### src/rtl/clock_gate_ctrl.sv
// Per-domain clock gate sequencing with wake-up/idle hysteresis and a
// round-robin wake arbiter that lets only one domain ramp its clock tree at a time.

module clock_gate_dom #(
  parameter int WAKE_CYCLES = 2,
  parameter int IDLE_CYCLES = 8,
  parameter int CNT_W       = 4
) (
  input  logic clk_in,
  input  logic rst_n,
  input  logic req,
  input  logic grant,
  output logic en,
  output logic ok,
  output logic in_wake,
  output logic in_off
);
  typedef enum logic [1:0] {S_OFF, S_WAKE, S_ON, S_IDLE} st_t;

  st_t              state, state_nxt;
  logic [CNT_W-1:0] cnt, cnt_nxt;

  always_ff @(posedge clk_in) begin
    if (!rst_n) begin
      state <= S_OFF;
      cnt   <= '0;
    end else begin
      state <= state_nxt;
      cnt   <= cnt_nxt;
    end
  end

  always_comb begin
    state_nxt = state;
    cnt_nxt   = cnt;
    unique case (state)
      S_OFF: if (grant && req) begin
        state_nxt = S_WAKE;
        cnt_nxt   = CNT_W'(WAKE_CYCLES - 1);
      end
      // a wake always runs to completion, whatever req does meanwhile
      S_WAKE: if (cnt == '0) state_nxt = S_ON;
              else           cnt_nxt   = cnt - 1'b1;
      S_ON: if (!req) begin
        state_nxt = S_IDLE;
        cnt_nxt   = CNT_W'(IDLE_CYCLES - 1);
      end
      S_IDLE: if (req)             state_nxt = S_ON;
              else if (cnt == '0)  state_nxt = S_OFF;
              else                 cnt_nxt   = cnt - 1'b1;
      default: state_nxt = S_OFF;
    endcase
  end

  assign en      = (state != S_OFF);
  assign ok      = (state == S_ON) || (state == S_IDLE);
  assign in_wake = (state == S_WAKE);
  assign in_off  = (state == S_OFF);
endmodule

module clock_gate_ctrl #(
  parameter int N_DOM       = 4,
  parameter int WAKE_CYCLES = 2,
  parameter int IDLE_CYCLES = 8
) (
  input  logic             clk_in,
  input  logic             rst_n,
  input  logic [N_DOM-1:0] req,
  input  logic             force_on,
  output logic [N_DOM-1:0] gate_en,
  output logic [N_DOM-1:0] clk_ok,
  output logic             busy
);
  localparam int CNT_MAX = (WAKE_CYCLES > IDLE_CYCLES) ? WAKE_CYCLES : IDLE_CYCLES;
  localparam int CNT_W   = $clog2(CNT_MAX + 1);
  localparam int RR_W    = $clog2(N_DOM);

  logic [N_DOM-1:0] en, wake, off, grant, cand;
  logic [RR_W-1:0]  rr, gnt_idx;
  logic             gnt_vld;

  assign cand = off & req;

  // one grant per cycle, and only while no domain is mid-wake
  always_comb begin
    int idx;
    idx     = 0;
    grant   = '0;
    gnt_vld = 1'b0;
    gnt_idx = '0;
    if (!(|wake)) begin
      for (int k = 0; k < N_DOM; k++) begin
        idx = (int'(rr) + k) % N_DOM;
        if (!gnt_vld && cand[idx]) begin
          gnt_vld    = 1'b1;
          gnt_idx    = RR_W'(idx);
          grant[idx] = 1'b1;
        end
      end
    end
  end

  always_ff @(posedge clk_in) begin
    if (!rst_n)       rr <= '0;
    else if (gnt_vld) rr <= (gnt_idx == RR_W'(N_DOM - 1)) ? '0 : gnt_idx + 1'b1;
  end

  for (genvar i = 0; i < N_DOM; i++) begin : g_dom
    clock_gate_dom #(
      .WAKE_CYCLES(WAKE_CYCLES),
      .IDLE_CYCLES(IDLE_CYCLES),
      .CNT_W      (CNT_W)
    ) u_dom (
      .clk_in (clk_in),
      .rst_n  (rst_n),
      .req    (req[i]),
      .grant  (grant[i]),
      .en     (en[i]),
      .ok     (clk_ok[i]),
      .in_wake(wake[i]),
      .in_off (off[i])
    );
  end

  assign gate_en = en | {N_DOM{force_on}};
  assign busy    = |en;
endmodule

### config.mk
export PLATFORM = sky130hd
export DESIGN_NAME = clock_gate_ctrl
export DESIGN_NICKNAME = d
export VERILOG_FILES = /design/src/rtl/clock_gate_ctrl.sv
export SDC_FILE = /design/constraint.sdc
export NUM_CORES = 1
export LEC_CHECK = 0
export CORE_MARGIN = 2
export CORE_UTILIZATION = 35
export CTS_CLUSTER_DIAMETER = 120
export DETAILED_ROUTE_END_ITERATION = 6
export SYNTH_ARGS = -nofsm -noshare
export SYNTH_HDL_FRONTEND = slang
export SYNTH_SLANG_ARGS = --single-unit
### constraint.sdc
create_clock -name clk_in -period 5.6 [get_ports clk_in]
set_clock_uncertainty 0.05 [all_clocks]
set_input_delay 0.56 -clock clk_in [delete_from_list [all_inputs] [get_ports clk_in]]
set_output_delay 0.56 -clock clk_in [all_outputs]
set_load 0.005 [all_outputs]
==> results by group <==
Outcome
  – Result of the run: finished clean

Clock network
  – Number of sinks driven by the clock tree: 26
  – Quantity of gates resized following cts: 0
  – Number of setup buffers added after CTS: 0
  – CTS Root Buffer Type: sky130_fd_sc_hd__clkbuf_8
  – Clock network latency to the later pin of the worst-skew pair: 0.27 ns
  – Number of buffers created by CTS: 3
  – Maximum clock insertion buffer count: 2
  – Hold-fix buffer count after cts: 0
  – TritonCTS clock tree: built
  – CTS H-tree lvls: 1
  – Clock slew at reported path FFs: 0.09 ns

Timing
  – Count of endpoints failing hold in the final timing report: 0
  – Setup Viol. Count Final: 0
  – Unrepaired setup endpoints after global routing: false
  – Final worst path period share: 62.7%
  – Minimum clock period after layout: 3.51 ns
  – Normalized max-slew margin: 46.1%
  – Actual transition at the worst max-transition pin: 0.807 ns
  – Highest achievable clock rate: 285 MHz
  – Pins over their slew limit: 0
  – TNS Setup: 0 ns

Critical path
  – Crit path capture type: flop
  – Source of the critical timing path: rr[0]$_SDFFE_PN0P_
  – Register-to-register setup slack: 2.09 ns
  – Worst Path Max Fanout: 16
  – Capture point of the worst reg-to-reg path: g_dom[3].u_dom.cnt[0]$_SDFFE_PN0P_
  – Startpoint type of the worst setup path: flop
  – Critical path data required time: 5.67 ns
  – FF-to-FF Start: rr[0]$_SDFFE_PN0P_
  – Worst setup path class: flop to flop
  – Endpoint of the worst setup timing path: g_dom[3].u_dom.cnt[0]$_SDFFE_PN0P_
  – Endpoint arrival time on the critical path: 3.58 ns
  – Depth of the most critical reg-to-reg path: 9

Final layout
  – Count of filler cells inserted in the layout: 625
  – Share of post-route cells with drive strength above 1: 7.97%
  – Final design instance area without fill: 2260 um2
  – N_diodes: 0
  – Area growth from synthesis to layout: 8.92%
  – Share of the core filled with cells in the final layout: 38.9%
  – Final-stage net count: 272

Yosys
  – Count of flip-flops with a built-in enable after synthesis: 0
  – Most numerous cell in the Yosys netlist: sky130_fd_sc_hd__dfxtp_1
  – Portion of the post-synthesis area used by sequential elements: 25.1%
  – Synth unique cells: 60
  – Ranking of synthesized cells by area: sky130_fd_sc_hd__dfxtp_1, sky130_fd_sc_hd__ha_1, sky130_fd_sc_hd__a21oi_1
  – Cell taking the most area after synthesis: sky130_fd_sc_hd__dfxtp_1
  – Gate count of the mapped netlist: 255
  – Most common flop cell mapped by yosys: sky130_fd_sc_hd__dfxtp_1
  – Top-area cell type share of the netlist area: 25.1%
  – Post-Syn Nets: 274
  – Async set-reset flop share out of synthesis: 0%
  – Combined area of all synthesized cells: 2080 um2
  – List of most frequent post-synthesis cells: sky130_fd_sc_hd__dfxtp_1, sky130_fd_sc_hd__nor2_1, sky130_fd_sc_hd__a21oi_1
  – Yosys warnings: 0
  – Syn Area/Cell: 8.14 um2
  – Post-synthesis register bit count: 26

Route
  – Met2 layer wire length in the routed design: 2140 um
  – Routed via count divided by cell count: 5.60
  – Routed length on met3: 81 um
  – Post-detailed-route DRC marker count: 0
  – Routed via count: 1824
  – Routed wire length: 4800 um
  – First-pass iteration count of the detailed router: 4
  – Highest metal used: met4
  – Wire per inst: 14.7 um
  – Number of nets still failing antenna checks after routing: 0
  – Initial DRC Count: 129
  – Met1 routed wirelength after detailed routing: 2420 um

Die
  – # rows: 28
  – # IOs: 16
  – Die width: 81.0 um
  – Die Ht: 81.0 um
  – Die Outline Area: 6560 um2
  – Starting utilization of the core area: 35.7%
  – Placeable Area: 5820 um2

Power
  – Maximum resistive drop on vdd: 0.193 mV
  – Cell leakage power: 0.000826 uW
  – Power Density: 608 nW/um2

Global route
  – Total GRT Usage: 15.9%
  – First-pass GRT wire length: 8270 um
  – Maximum number of pins on one net before global-route repair: 21
  – Final global-route overflow total: 0
  – Initial antenna violation count: 0
  – Vias in the first global route: 1680

Job
  – Max-cap violations: 0

Place
  – Instance area at placement: 2220 um2
  – Number of buffer cells added on primary ports: 15
  – Global placer's final weighted congestion: 0.888
  – Post-detailed-placement half-perimeter wirelength: 3550 um

Hold path
  – Class of the worst hold path: flop to flop
## routing by layer
layer | GRT usage [%] | vias to the layer above
met5 | 0 | -
met3 | 1.44 | 9
met1 | 22.7 | 862
met4 | 8.64 | 0
met2 | 23.5 | 21
li1 | - | 932
## layout by cell type, fill, tap and decap left out, types with 4 or more instances in the layout
| cell type | synthesis | final |
|---|---|---|
| sky130_fd_sc_hd__dfxtp_1 | 26 | 26 |
| sky130_fd_sc_hd__nor2_1 | 22 | 22 |
| sky130_fd_sc_hd__a21oi_1 | 19 | 19 |
| sky130_fd_sc_hd__nand2_1 | 18 | 18 |
| sky130_fd_sc_hd__inv_1 | 17 | 17 |
| sky130_fd_sc_hd__clkdlybuf4s50_1 | 0 | 15 |
| sky130_fd_sc_hd__ha_1 | 12 | 12 |
| sky130_fd_sc_hd__o21ai_0 | 9 | 9 |
| sky130_fd_sc_hd__o21a_1 | 7 | 7 |
| sky130_fd_sc_hd__nand2b_1 | 7 | 7 |
| sky130_fd_sc_hd__nor3b_1 | 6 | 6 |
| sky130_fd_sc_hd__or3_1 | 5 | 5 |
| sky130_fd_sc_hd__nand3_1 | 5 | 5 |
| sky130_fd_sc_hd__a31oi_1 | 5 | 5 |
| sky130_fd_sc_hd__nor4_1 | 4 | 4 |
| sky130_fd_sc_hd__mux4_2 | 4 | 4 |
| sky130_fd_sc_hd__nor3_1 | 4 | 4 |
| sky130_fd_sc_hd__o22ai_1 | 4 | 4 |
## state kept, by name, summed over array words and instances (netlist names)
| register | flops |
|---|---|
| rr | 2 |
| g_dom.u_dom.state | 8 |
| g_dom.u_dom.cnt | 16 |
## worst min path at each step
stage	start	endpoint	slack, ns	cells after the start
final	g_dom[1].u_dom.cnt[3]$_SDFFE_PN0P_	g_dom[1].u_dom.cnt[3]$_SDFFE_PN0P_	0.45	2
after global routing	g_dom[0].u_dom.cnt[0]$_SDFFE_PN0P_	g_dom[0].u_dom.cnt[0]$_SDFFE_PN0P_	0.48	1
after CTS	g_dom[1].u_dom.cnt[3]$_SDFFE_PN0P_	g_dom[1].u_dom.cnt[3]$_SDFFE_PN0P_	0.45	2
after detailed placement	g_dom[1].u_dom.cnt[2]$_SDFFE_PN0P_	g_dom[1].u_dom.cnt[2]$_SDFFE_PN0P_	0.43	2
after global placement	g_dom[0].u_dom.cnt[1]$_SDFFE_PN0P_	g_dom[0].u_dom.cnt[1]$_SDFFE_PN0P_	0.42	2
after floorplan	g_dom[0].u_dom.cnt[1]$_SDFFE_PN0P_	g_dom[0].u_dom.cnt[1]$_SDFFE_PN0P_	0.40	2
## report_power, final
group	internal [uW]	switching [uW]	leakage [uW]
clock network	48.3	60.3	0.0000216
registers	247	114	0.000212
logic	419	485	0.000592
total	714	659	0.000826
## kinds of logic after synthesis
logic type | count (synthesis) | share of synthesized area (%)
flip-flops | 26 | 25.1
XOR/XNOR | 4 | 1.69
buffers and inverters | 39 | 7.90
multiplexers | 9 | 6.87
adder cells (fa/ha/maj) | 12 | 7.23
AND/OR/NAND/NOR | 92 | 24.5
AO/OA/AOI/OAI | 73 | 26.8
## stage by stage
| step | power, uW | std cells | hold WS (ns) | worst slack (ns) |
|---|---|---|---|---|
| after floorplan | 1060 | 255 | 0.398 | 2.74 |
| after global placement | 1250 | 323 | 0.421 | 2.16 |
| after detailed placement | 1260 | 323 | 0.432 | 2.14 |
| after CTS | 1380 | 326 | 0.450 | 2.13 |
| after global routing | 1510 | 326 | 0.479 | 1.90 |
| final | 1370 | 326 | 0.448 | 2.09 |
## cell type report
type	instances	area, um2	area share, %
repair buffers	15	150	6.64
clock buffers	3	41.3	1.83
flip-flops and latches	26	520	23.0
inverters	17	63.8	2.82
well taps	75	93.8	4.15
multi-input cells	190	1390	61.5
## worst max-delay path, stage by stage, from the launching register on
cell	delay, ns
sky130_fd_sc_hd__dfxtp_1	0.69
sky130_fd_sc_hd__inv_1	0.34
sky130_fd_sc_hd__ha_1	0.47
sky130_fd_sc_hd__inv_1	0.17
sky130_fd_sc_hd__mux4_2	0.55
sky130_fd_sc_hd__and2_4	0.17
sky130_fd_sc_hd__a221o_1	0.30
sky130_fd_sc_hd__a32o_2	0.28
sky130_fd_sc_hd__nor3_2	0.22
sky130_fd_sc_hd__a221oi_1	0.11
Note: power is estimated with default switching activity, not from simulation.
